[config.mk]
export PLATFORM = sky130hd
export DESIGN_NAME = vram_write_scheduler
export DESIGN_NICKNAME = d
export VERILOG_FILES = /design/src/rtl/gpu_pkg.sv /design/src/rtl/vram_write_scheduler_fifo.sv /design/src/rtl/vram_write_scheduler.sv
export SDC_FILE = /design/constraint.sdc
export NUM_CORES = 1
export LEC_CHECK = 0
export ABC_AREA = 1
export CORE_MARGIN = 4
export CORE_UTILIZATION = 40
export DETAILED_ROUTE_END_ITERATION = 8
export HOLD_SLACK_MARGIN = 0.03
export PLACE_DENSITY = 0.59
export SKIP_LAST_GASP = 1
export SLEW_MARGIN = 0
export SYNTH_ARGS = -nofsm -noshare
export SYNTH_HDL_FRONTEND = slang
export SYNTH_SLANG_ARGS = --single-unit
[constraint.sdc]
create_clock -name clk -period 3.4 [get_ports clk]
set_input_delay 0.51 -clock clk [delete_from_list [all_inputs] [get_ports clk]]
set_output_delay 0.51 -clock clk [all_outputs]
set_load 0.01 [all_outputs]
[src/rtl/gpu_pkg.sv]
// Shared GPU constants: VRAM geometry, region bases decoded downstream, fill engine states.
package gpu_pkg;

  localparam int unsigned VRAM_ADDR_WIDTH = 12;

  localparam logic [11:0] PMB_BASE    = 12'h200;
  localparam logic [11:0] NTBL_BASE   = 12'h400;
  localparam logic [11:0] NTBL_COLORS = 12'h3C0;

  typedef enum logic [1:0] {
    F_IDLE,
    F_RUN,
    F_DONE
  } fill_state_t;

endpackage

[src/rtl/vram_write_scheduler_fifo.sv]
// Synchronous FIFO holding queued CPU writes as {address, data}.
module vram_wr_fifo #(
  parameter int unsigned DEPTH = 16,
  parameter int unsigned WIDTH = 20
) (
  input  logic             clk,
  input  logic             rst,
  input  logic             push,
  input  logic             pop,
  input  logic [WIDTH-1:0] wdata,
  output logic [WIDTH-1:0] rdata,
  output logic             full,
  output logic             empty
);

  localparam int unsigned PW = $clog2(DEPTH);

  logic [WIDTH-1:0] mem [DEPTH];
  logic [PW-1:0]    wr_ptr;
  logic [PW-1:0]    rd_ptr;
  logic [PW:0]      count;
  logic             do_push;
  logic             do_pop;

  assign full    = (count == (PW+1)'(DEPTH));
  assign empty   = (count == '0);
  assign do_push = push && !full;
  assign do_pop  = pop && !empty;
  assign rdata   = mem[rd_ptr];

  always_ff @(posedge clk) begin
    if (do_push) mem[wr_ptr] <= wdata;
  end

  // Pointers are PW bits wide, so power-of-two depth makes them wrap for free.
  always_ff @(posedge clk) begin
    if (rst) begin
      wr_ptr <= '0;
      rd_ptr <= '0;
      count  <= '0;
    end else begin
      if (do_push) wr_ptr <= wr_ptr + 1'b1;
      if (do_pop)  rd_ptr <= rd_ptr + 1'b1;
      case ({do_push, do_pop})
        2'b10:   count <= count + 1'b1;
        2'b01:   count <= count - 1'b1;
        default: count <= count;
      endcase
    end
  end

endmodule

[src/rtl/vram_write_scheduler.sv]
// Single-writer VRAM front end: queued CPU writes take priority over the bulk fill engine,
// and nothing is written unless the video timing reports the bus writable.
module vram_write_scheduler
  import gpu_pkg::*;
#(
  parameter int unsigned FIFO_DEPTH = 16,
  parameter int unsigned ADDR_W     = VRAM_ADDR_WIDTH
) (
  input  logic              clk,
  input  logic              rst,
  input  logic              writable,
  input  logic              cpu_wr_en,
  input  logic [ADDR_W-1:0] cpu_addr,
  input  logic [7:0]        cpu_data,
  output logic              cpu_full,
  output logic              overflow,
  input  logic              fill_start,
  input  logic [ADDR_W-1:0] fill_base,
  input  logic [10:0]       fill_len,
  input  logic [7:0]        fill_value,
  output logic              fill_busy,
  output logic              fill_done,
  output logic [7:0]        data,
  output logic [ADDR_W-1:0] address,
  output logic              write_enable
);

  logic                fifo_full;
  logic                fifo_empty;
  logic [ADDR_W+7:0]   fifo_head;
  logic                push;
  logic                pop;

  fill_state_t         state;
  fill_state_t         state_next;
  logic [ADDR_W-1:0]   base_q;
  logic [10:0]         len_q;
  logic [7:0]          value_q;
  logic [10:0]         idx_q;
  logic                zero_done_q;
  logic [ADDR_W-1:0]   fill_addr;
  logic                fill_issue;
  logic                fill_last;
  logic                fill_accept;

  assign push = cpu_wr_en && !fifo_full;
  assign pop  = writable && !fifo_empty;

  vram_wr_fifo #(
    .DEPTH (FIFO_DEPTH),
    .WIDTH (ADDR_W + 8)
  ) u_fifo (
    .clk   (clk),
    .rst   (rst),
    .push  (push),
    .pop   (pop),
    .wdata ({cpu_addr, cpu_data}),
    .rdata (fifo_head),
    .full  (fifo_full),
    .empty (fifo_empty)
  );

  assign cpu_full    = fifo_full;
  assign fill_addr   = base_q + ADDR_W'(idx_q);
  assign fill_issue  = writable && fifo_empty && (state == F_RUN);
  assign fill_last   = (idx_q == len_q - 11'd1);
  assign fill_accept = (state == F_IDLE) && fill_start;
  assign fill_busy   = (state != F_IDLE);
  assign fill_done   = (state == F_DONE) || zero_done_q;

  always_comb begin
    state_next = state;
    case (state)
      F_IDLE:  if (fill_start && (fill_len != '0)) state_next = F_RUN;
      F_RUN:   if (fill_issue && fill_last)        state_next = F_DONE;
      F_DONE:  state_next = F_IDLE;
      default: state_next = F_IDLE;
    endcase
  end

  always_comb begin
    write_enable = 1'b0;
    address      = '0;
    data         = '0;
    if (pop) begin
      write_enable    = 1'b1;
      {address, data} = fifo_head;
    end else if (fill_issue) begin
      write_enable = 1'b1;
      address      = fill_addr;
      data         = value_q;
    end
  end

  always_ff @(posedge clk) begin
    if (rst) begin
      state       <= F_IDLE;
      base_q      <= '0;
      len_q       <= '0;
      value_q     <= '0;
      idx_q       <= '0;
      zero_done_q <= 1'b0;
      overflow    <= 1'b0;
    end else begin
      state       <= state_next;
      // A zero-length request never enters F_RUN; it only produces the done pulse.
      zero_done_q <= fill_accept && (fill_len == '0);
      if (fill_accept && (fill_len != '0)) begin
        base_q  <= fill_base;
        len_q   <= fill_len;
        value_q <= fill_value;
        idx_q   <= '0;
      end else if (fill_issue) begin
        idx_q <= idx_q + 11'd1;
      end
      if (cpu_wr_en && fifo_full) overflow <= 1'b1;
    end
  end

endmodule

==> flow_summary.json, run 1 <==
{
  "status": "complete, no violations",
  "dieHeight_um": 210,
  "gp_congestion": 0.906,
  "dpl_cell_area_mm2": 0.0179,
  "drive_gt1_frac": 0.0970,
  "row_count": 73,
  "arrival_ns": 2.82,
  "first_global_vias": 10800,
  "setup_viol": 0,
  "io-pin-count": 81,
  "skew_ns": 0.0122,
  "drv_slew": 0,
  "p_per_area_mw_per_mm2": 671,
  "grtUsageTotal": 0.193,
  "cp_cell_sequence": "inv_8, buf_16, nor2_1, nor2_1, o21ai_0, o211ai_1, o21ai_1, a21oi_1, nand2_1, nand2_1, clkdlybuf4s50_1",
  "fin_area_mm2": 0.0194,
  "rsz0062_at_grt": "yes",
  "grt_max_degree": 69,
  "synth_commonest_cells": "edfxtp_1 (320), nor2_1 (259), o21ai_0 (228), nand2_1 (198), inv_1 (79)",
  "crit_required_ns": 2.89,
  "vias": 11600,
  "p_leak_nw": 6.80,
  "htree_levels": 2,
  "async_reset_ff_frac": 0,
  "end_kind": "output port",
  "synth_top_area_frac": 0.586,
  "hold_slack_ns": 0.467,
  "tightestPinTransition_ns": 0.597,
  "period_needed_ns": 3.33,
  "dr.pass1.iters": 4,
  "fill_cells": 3565,
  "syn_nets": 1601,
  "antenna_found_initial": 3,
  "drt-total-wl_um": 44200,
  "yosys.cell_types.count": 39,
  "coreArea_mm2": 0.0401,
  "dieArea_mm2": 0.0443,
  "fin_util": 0.483,
  "finalSetupTns_ns": 0,
  "max_stage_delay_ns": 0.54,
  "area_growth_pct": 18.2,
  "cts_tree": "done",
  "root_buffer": "clkbuf_16",
  "reg2reg_to": "u_fifo.count[4]$_SDFFE_PP0P_",
  "diodes": 0,
  "endpoint": "address[7]",
  "synth.area.top_cells": "edfxtp_1 (59%), dfxtp_1 (7.7%), o21ai_0 (7.0%)",
  "yosysSeqAreaShare": 0.663,
  "wl_per_cell_um": 20.3,
  "cts_hold_buf": 0,
  "drt_iter0_drc": 1131,
  "crit_path_start_kind": "flip-flop",
  "clk_pin_slew_ns": 0.06,
  "synthCells": 1521,
  "hp-start": "overflow$_SDFFE_PP0P_",
  "hpwlAfterDp_um": 26400,
  "slew_headroom": 0.601,
  "cp_slowest_cell": "clkdlybuf4s50_1",
  "grt_pass1_wl_um": 65400,
  "synth_area_leader_cell": "edfxtp_1",
  "hold_viol_final": 0,
  "total_power_mw": 13.0,
  "initial_core_util": 0.409,
  "insertion_delay_ns": 0.56,
  "die-width_um": 210,
  "synth-seq-cells": 383,
  "antenna_left": 0,
  "port_buffers": 80,
  "synth_area_mm2": 0.0164,
  "gr-total-overflow": 0,
  "avgViaCountPerCell": 5.35,
  "crit_type": "reg2out",
  "max_freq_mhz": 301,
  "fin_nets": 1700,
  "yosys_warnings": 0,
  "synth_top_flop_cell": "edfxtp_1",
  "layout_worst_path_cycle_share": 0.978,
  "clock_sinks": 383,
  "worstPathMaxFanout": 27,
  "route.detailed.drc": 0,
  "maxCapViolCount": 0,
  "worst-r2r-cell-count": 17,
  "cts_buffers": 41,
  "r2r-start": "u_fifo.count[2]$_SDFFE_PP0P_",
  "clock_path_buffers": 3,
  "synth-edff-count": 320,
  "syn_avg_cell_area_um2": 10.8,
  "synth_most_common_cell": "edfxtp_1",
  "ir_drop_uv": 335,
  "hold_path_class": "reg2reg",
  "rrSetupSlack_ns": 0.89
}
[report_power, final]
| group | internal [mW] | leakage, nW | switching [mW] |
|---|---|---|---|
| logic | 1.27 | 2.78 | 2.19 |
| clock network | 2.35 | 0.605 | 1.81 |
| registers | 5.26 | 3.41 | 0.126 |
[critical path, delay by kind of cell (launching register included)]
| family | cells | cell delay [ns] |
|---|---|---|
| AO/OA/AOI/OAI | 4 | 0.59 |
| buffers and inverters | 3 | 0.89 |
| flip-flops | 1 | 0.42 |
| AND/OR/NAND/NOR | 4 | 0.33 |
[sequential cells by signal, summed over array words and instances, names as in the netlist, named ones only]
signal and cells:
base_q 12, idx_q 11, len_q 11, overflow 1, state 2, u_fifo.count 5
u_fifo.mem 320, u_fifo.rd_ptr 4, u_fifo.wr_ptr 4, value_q 8, zero_done_q 1
[repair_timing]
item                                    in CTS  in global routing
endpoints found under the setup margin      10                 20
hold endpoints to repair                     0                  0
resized for setup                            3                 33
buffers inserted                             0                  4
gates cloned                                 0                  3
[metrics by stage]
step                instances  worst slack (ns)
floorplan                1521              1.07
global placement         2095             0.488
detailed placement       2095             0.430
CTS                      2168           -0.0421
global route             2175           -0.0376
finish                   2175            0.0733
[how the worst min path moves through the flow]
stage | to | slack (ns) | cells after the start
6_report | overflow$_SDFFE_PP0P_ | 0.47 | 2
5_1_grt | flip-flop | 0.50 | 2
4_1_cts | flip-flop | 0.47 | 2
3_5_place_dp | overflow$_SDFFE_PP0P_ | 0.46 | 2
3_3_place_gp | overflow$_SDFFE_PP0P_ | 0.45 | 2
2_1_floorplan | flip-flop | 0.44 | 2
[cells in the final DEF (no fill, tap or decap), types with 6 or more instances in the layout]
| master | instances |
|---|---|
| xnor2_1 | 7 |
| dfxtp_2 | 6 |
| clkbuf_16 | 45 |
| ha_1 | 21 |
| xor2_1 | 6 |
| o211ai_1 | 30 |
| edfxtp_1 | 320 |
| nor2_2 | 21 |
| buf_4 | 38 |
| nand3_1 | 67 |
| dfxtp_1 | 55 |
| nor2_1 | 242 |
| o221ai_1 | 6 |
| o21ai_0 | 223 |
| nand2_1 | 198 |
| nand4_1 | 9 |
| o21ai_2 | 8 |
| clkinv_2 | 11 |
| clkbuf_1 | 11 |
| o21ai_1 | 21 |
| a21oi_1 | 43 |
| inv_1 | 79 |
| o22ai_1 | 40 |
| nor3_1 | 11 |
| clkdlybuf4s50_1 | 75 |
[area by class of cell]
| type | instances | area (µm²) | share of cell area |
|---|---|---|---|
| sequential | 383 | 10900 | 0.562 |
| clock buffer | 53 | 1090 | 0.0564 |
| tap | 525 | 657 | 0.0339 |
| timing repair buffer | 134 | 1410 | 0.0729 |
| inverter | 82 | 315 | 0.0163 |
| multi-input combinational | 978 | 4880 | 0.252 |
| clock inverter | 20 | 140 | 0.00723 |
[per-layer routing]
| layer | track usage | wire (µm) |
|---|---|---|
| met1 | 0.277 | 20100 |
| met2 | 0.298 | 19900 |
| met3 | 0.0460 | 3260 |
| met4 | 0.0499 | 930 |
| met5 | 0 | 28 |
[cells by family (layout without fill, tap and decap cells)]
family,count (synthesis),in the layout,synth area share
AO/OA/AOI/OAI,379,379,0.126
XOR/XNOR,13,13,0.00694
adder cells (fa/ha/maj),24,24,0.0192
buffers and inverters,160,289,0.0449
flip-flops,383,383,0.663
AND/OR/NAND/NOR,562,562,0.140
Note: power is estimated with default switching activity, not from simulation.
==> run 2, diff against run 1 <==
--- a/config.mk
+++ b/config.mk
@@ -6,6 +6,7 @@
 export NUM_CORES = 1
 export LEC_CHECK = 0
 export ABC_AREA = 1
+export CAP_MARGIN = 15
 export CORE_MARGIN = 4
 export CORE_UTILIZATION = 40
 export DETAILED_ROUTE_END_ITERATION = 8
==> results of run 2 <==
The final DEF is identical to that of run 1; final timing and power are the same.
==> run 3, diff against run 2 <==
--- a/config.mk
+++ b/config.mk
@@ -7,7 +7,6 @@
 export LEC_CHECK = 0
 export ABC_AREA = 1
 export CAP_MARGIN = 15
-export CORE_MARGIN = 4
 export CORE_UTILIZATION = 40
 export DETAILED_ROUTE_END_ITERATION = 8
 export HOLD_SLACK_MARGIN = 0.03
==> run 3 against run 2 <==
Maximum frequency decreased by 0.62%. Routed wire length up 3.2%. Clock power is 4% higher. Total power grew 1.9%. Count of clock-buffer cells in the layout down 5. Final area up 0.79%. Non-clock buffer count grew 9. Combinational power rose by 3%. Critical path type unchanged. Critical endpoint is now address[4].
==> flow_summary.json, run 3 (same netlist as run 1, synthesis figures left out) <==
{
  "power.share.switching": 0.316,
  "dieHeight_um": 204,
  "dieArea_mm2": 0.0418,
  "root_buffer": "clkbuf_16",
  "coreArea_mm2": 0.0401,
  "antenna_left": 0,
  "pwr-share-clk": 0.326,
  "setup_viol": 0,
  "pre_cts_slack_ns": 0.373,
  "avgViaCountPerCell": 5.37,
  "vias": 11700,
  "grtUsageTotal": 0.213,
  "arrival_ns": 2.84,
  "ir_drop_uv": 363,
  "gr-total-overflow": 0,
  "drt_iter0_drc": 1140,
  "hp-start": "overflow$_SDFFE_PP0P_",
  "initial_core_util": 0.409,
  "grt_pass1_wl_um": 66800,
  "end_kind": "output port",
  "gp_congestion": 0.876,
  "placed_cells": 2100,
  "cts_hold_buf": 0,
  "first_global_vias": 11200,
  "insertion_delay_ns": 0.56,
  "hold_slack_ns": 0.466,
  "drt-total-wl_um": 45600,
  "worstPathMaxFanout": 12,
  "max_freq_mhz": 299,
  "seqPwrFrac": 0.405,
  "p_comb_frac": 0.269,
  "fin_nets": 1710,
  "clock_path_buffers": 3,
  "final_common_cell": "edfxtp_1",
  "final_cell_mix": "edfxtp_1 (320), nor2_1 (242), o21ai_0 (224), nand2_1 (197)",
  "internal_power_mw": 9.06,
  "largest_register_ffs": 320,
  "crit_required_ns": 2.89,
  "period_needed_ns": 3.35,
  "htree_levels": 2,
  "clock_sinks": 383,
  "tightestPinTransition_ns": 0.644,
  "r2r-start": "u_fifo.count[0]$_SDFFE_PP0P_",
  "antenna_found_initial": 0,
  "hpwlAfterDp_um": 26800,
  "dr.pass1.iters": 5,
  "slew_headroom": 0.569,
  "finalSetupTns_ns": 0,
  "crit_type": "reg2out",
  "wl_per_cell_um": 20.9,
  "layout_worst_path_cycle_share": 0.985,
  "rsz0062_at_grt": "yes",
  "route.detailed.drc": 0,
  "area_growth_pct": 19.1,
  "total_power_mw": 13.2,
  "port_buffers": 80,
  "p_leak_nw": 6.82,
  "drv_slew": 0,
  "die-width_um": 204,
  "drive_gt1_frac": 0.104,
  "diodes": 0,
  "clk_pin_slew_ns": 0.06,
  "cts_tree": "done",
  "skew_ns": 0.0222,
  "p_per_area_mw_per_mm2": 678,
  "cts_buffers": 41,
  "status": "complete, no violations",
  "power.switching_mw": 4.19,
  "hold_viol_final": 0,
  "maxCapViolCount": 0,
  "reg_top3": "u_fifo.mem (320), base_q (12)",
  "io-pin-count": 81,
  "grt_max_degree": 113,
  "crit_path_start_kind": "flip-flop",
  "hold_path_class": "reg2reg",
  "max_flop_register": "u_fifo.mem",
  "finalWorstSetupSlack_ns": 0.0526,
  "row_count": 73,
  "stdcell_count": 2185
}
-- run 3: cell count changes in the layout (fill, tap and decap cells not counted), sizes merged --
cell and delta:
buf +7, clkbuf -3, clkdlybuf4s50 +3, clkinv +3
dlymetal6s2s -3, bufinv +2, clkinvlp +2, inv -1
-- run 3: what timing repair did --
action	in CTS	in global routing
buffers inserted	0	7
cloned	0	5
endpoints found under the setup margin	14	20
gates resized for setup	9	27
-- run 3: cell type report --
class / count / area [µm²]
clock buffers: 48 / 1070
clock inverters: 25 / 209
fillers: 3530 / 20600
inverters: 82 / 324
multi-input cells: 978 / 4890
flip-flops and latches: 383 / 10900
well taps: 525 / 657
repair buffers: 143 / 1490
repair inverters: 1 / 8.76
-- run 3: per-layer routing --
metal	global-route usage	vias to the layer above	wire length, µm
met5	0	-	0
met4	0.0536	0	783
met3	0.0482	56	3320
met2	0.341	389	21400
met1	0.292	5699	20100
li1	-	5597	-
-- run 3: worst paths after layout --
| check | to | slack, ns | cells after the start |
|---|---|---|---|
| setup / recovery | address[4] | 0.05 | 9 |
| hold / removal | overflow$_SDFFE_PP0P_ | 0.47 | 2 |
| hold reg to reg | overflow$_SDFFE_PP0P_ | 0.47 | 2 |
| setup reg to reg | u_fifo.count[4]$_SDFFE_PP0P_ | 0.94 | 17 |
-- run 3: metrics by stage --
step           cell area, µm²   util
2_1_floorplan           16400      -
3_3_place_gp            18000  0.448
3_5_place_dp            18000  0.448
4_1_cts                 19300  0.481
5_1_grt                 19500  0.487
6_report                19500  0.487
-- run 3: worst max-delay path: stages, from the launching register on --
cell,delay [ns]
dfxtp_4,0.43
clkinvlp_4,0.26
buf_4,0.27
o21ai_1,0.10
o22ai_1,0.09
o21ai_0,0.34
nand2_1,0.11
nand3_1,0.10
nand2_1,0.09
clkdlybuf4s50_1,0.49
-- run 3: power groups by stage --
stage	registers (mW)	clock network [mW]	logic, mW
2_1_floorplan	5.41	0	2.01
6_report	5.37	4.31	3.57
3_3_place_gp	5.45	0	3.23
5_1_grt	5.39	4.55	3.94
3_5_place_dp	5.45	0	3.26
4_1_cts	5.35	4.38	3.29
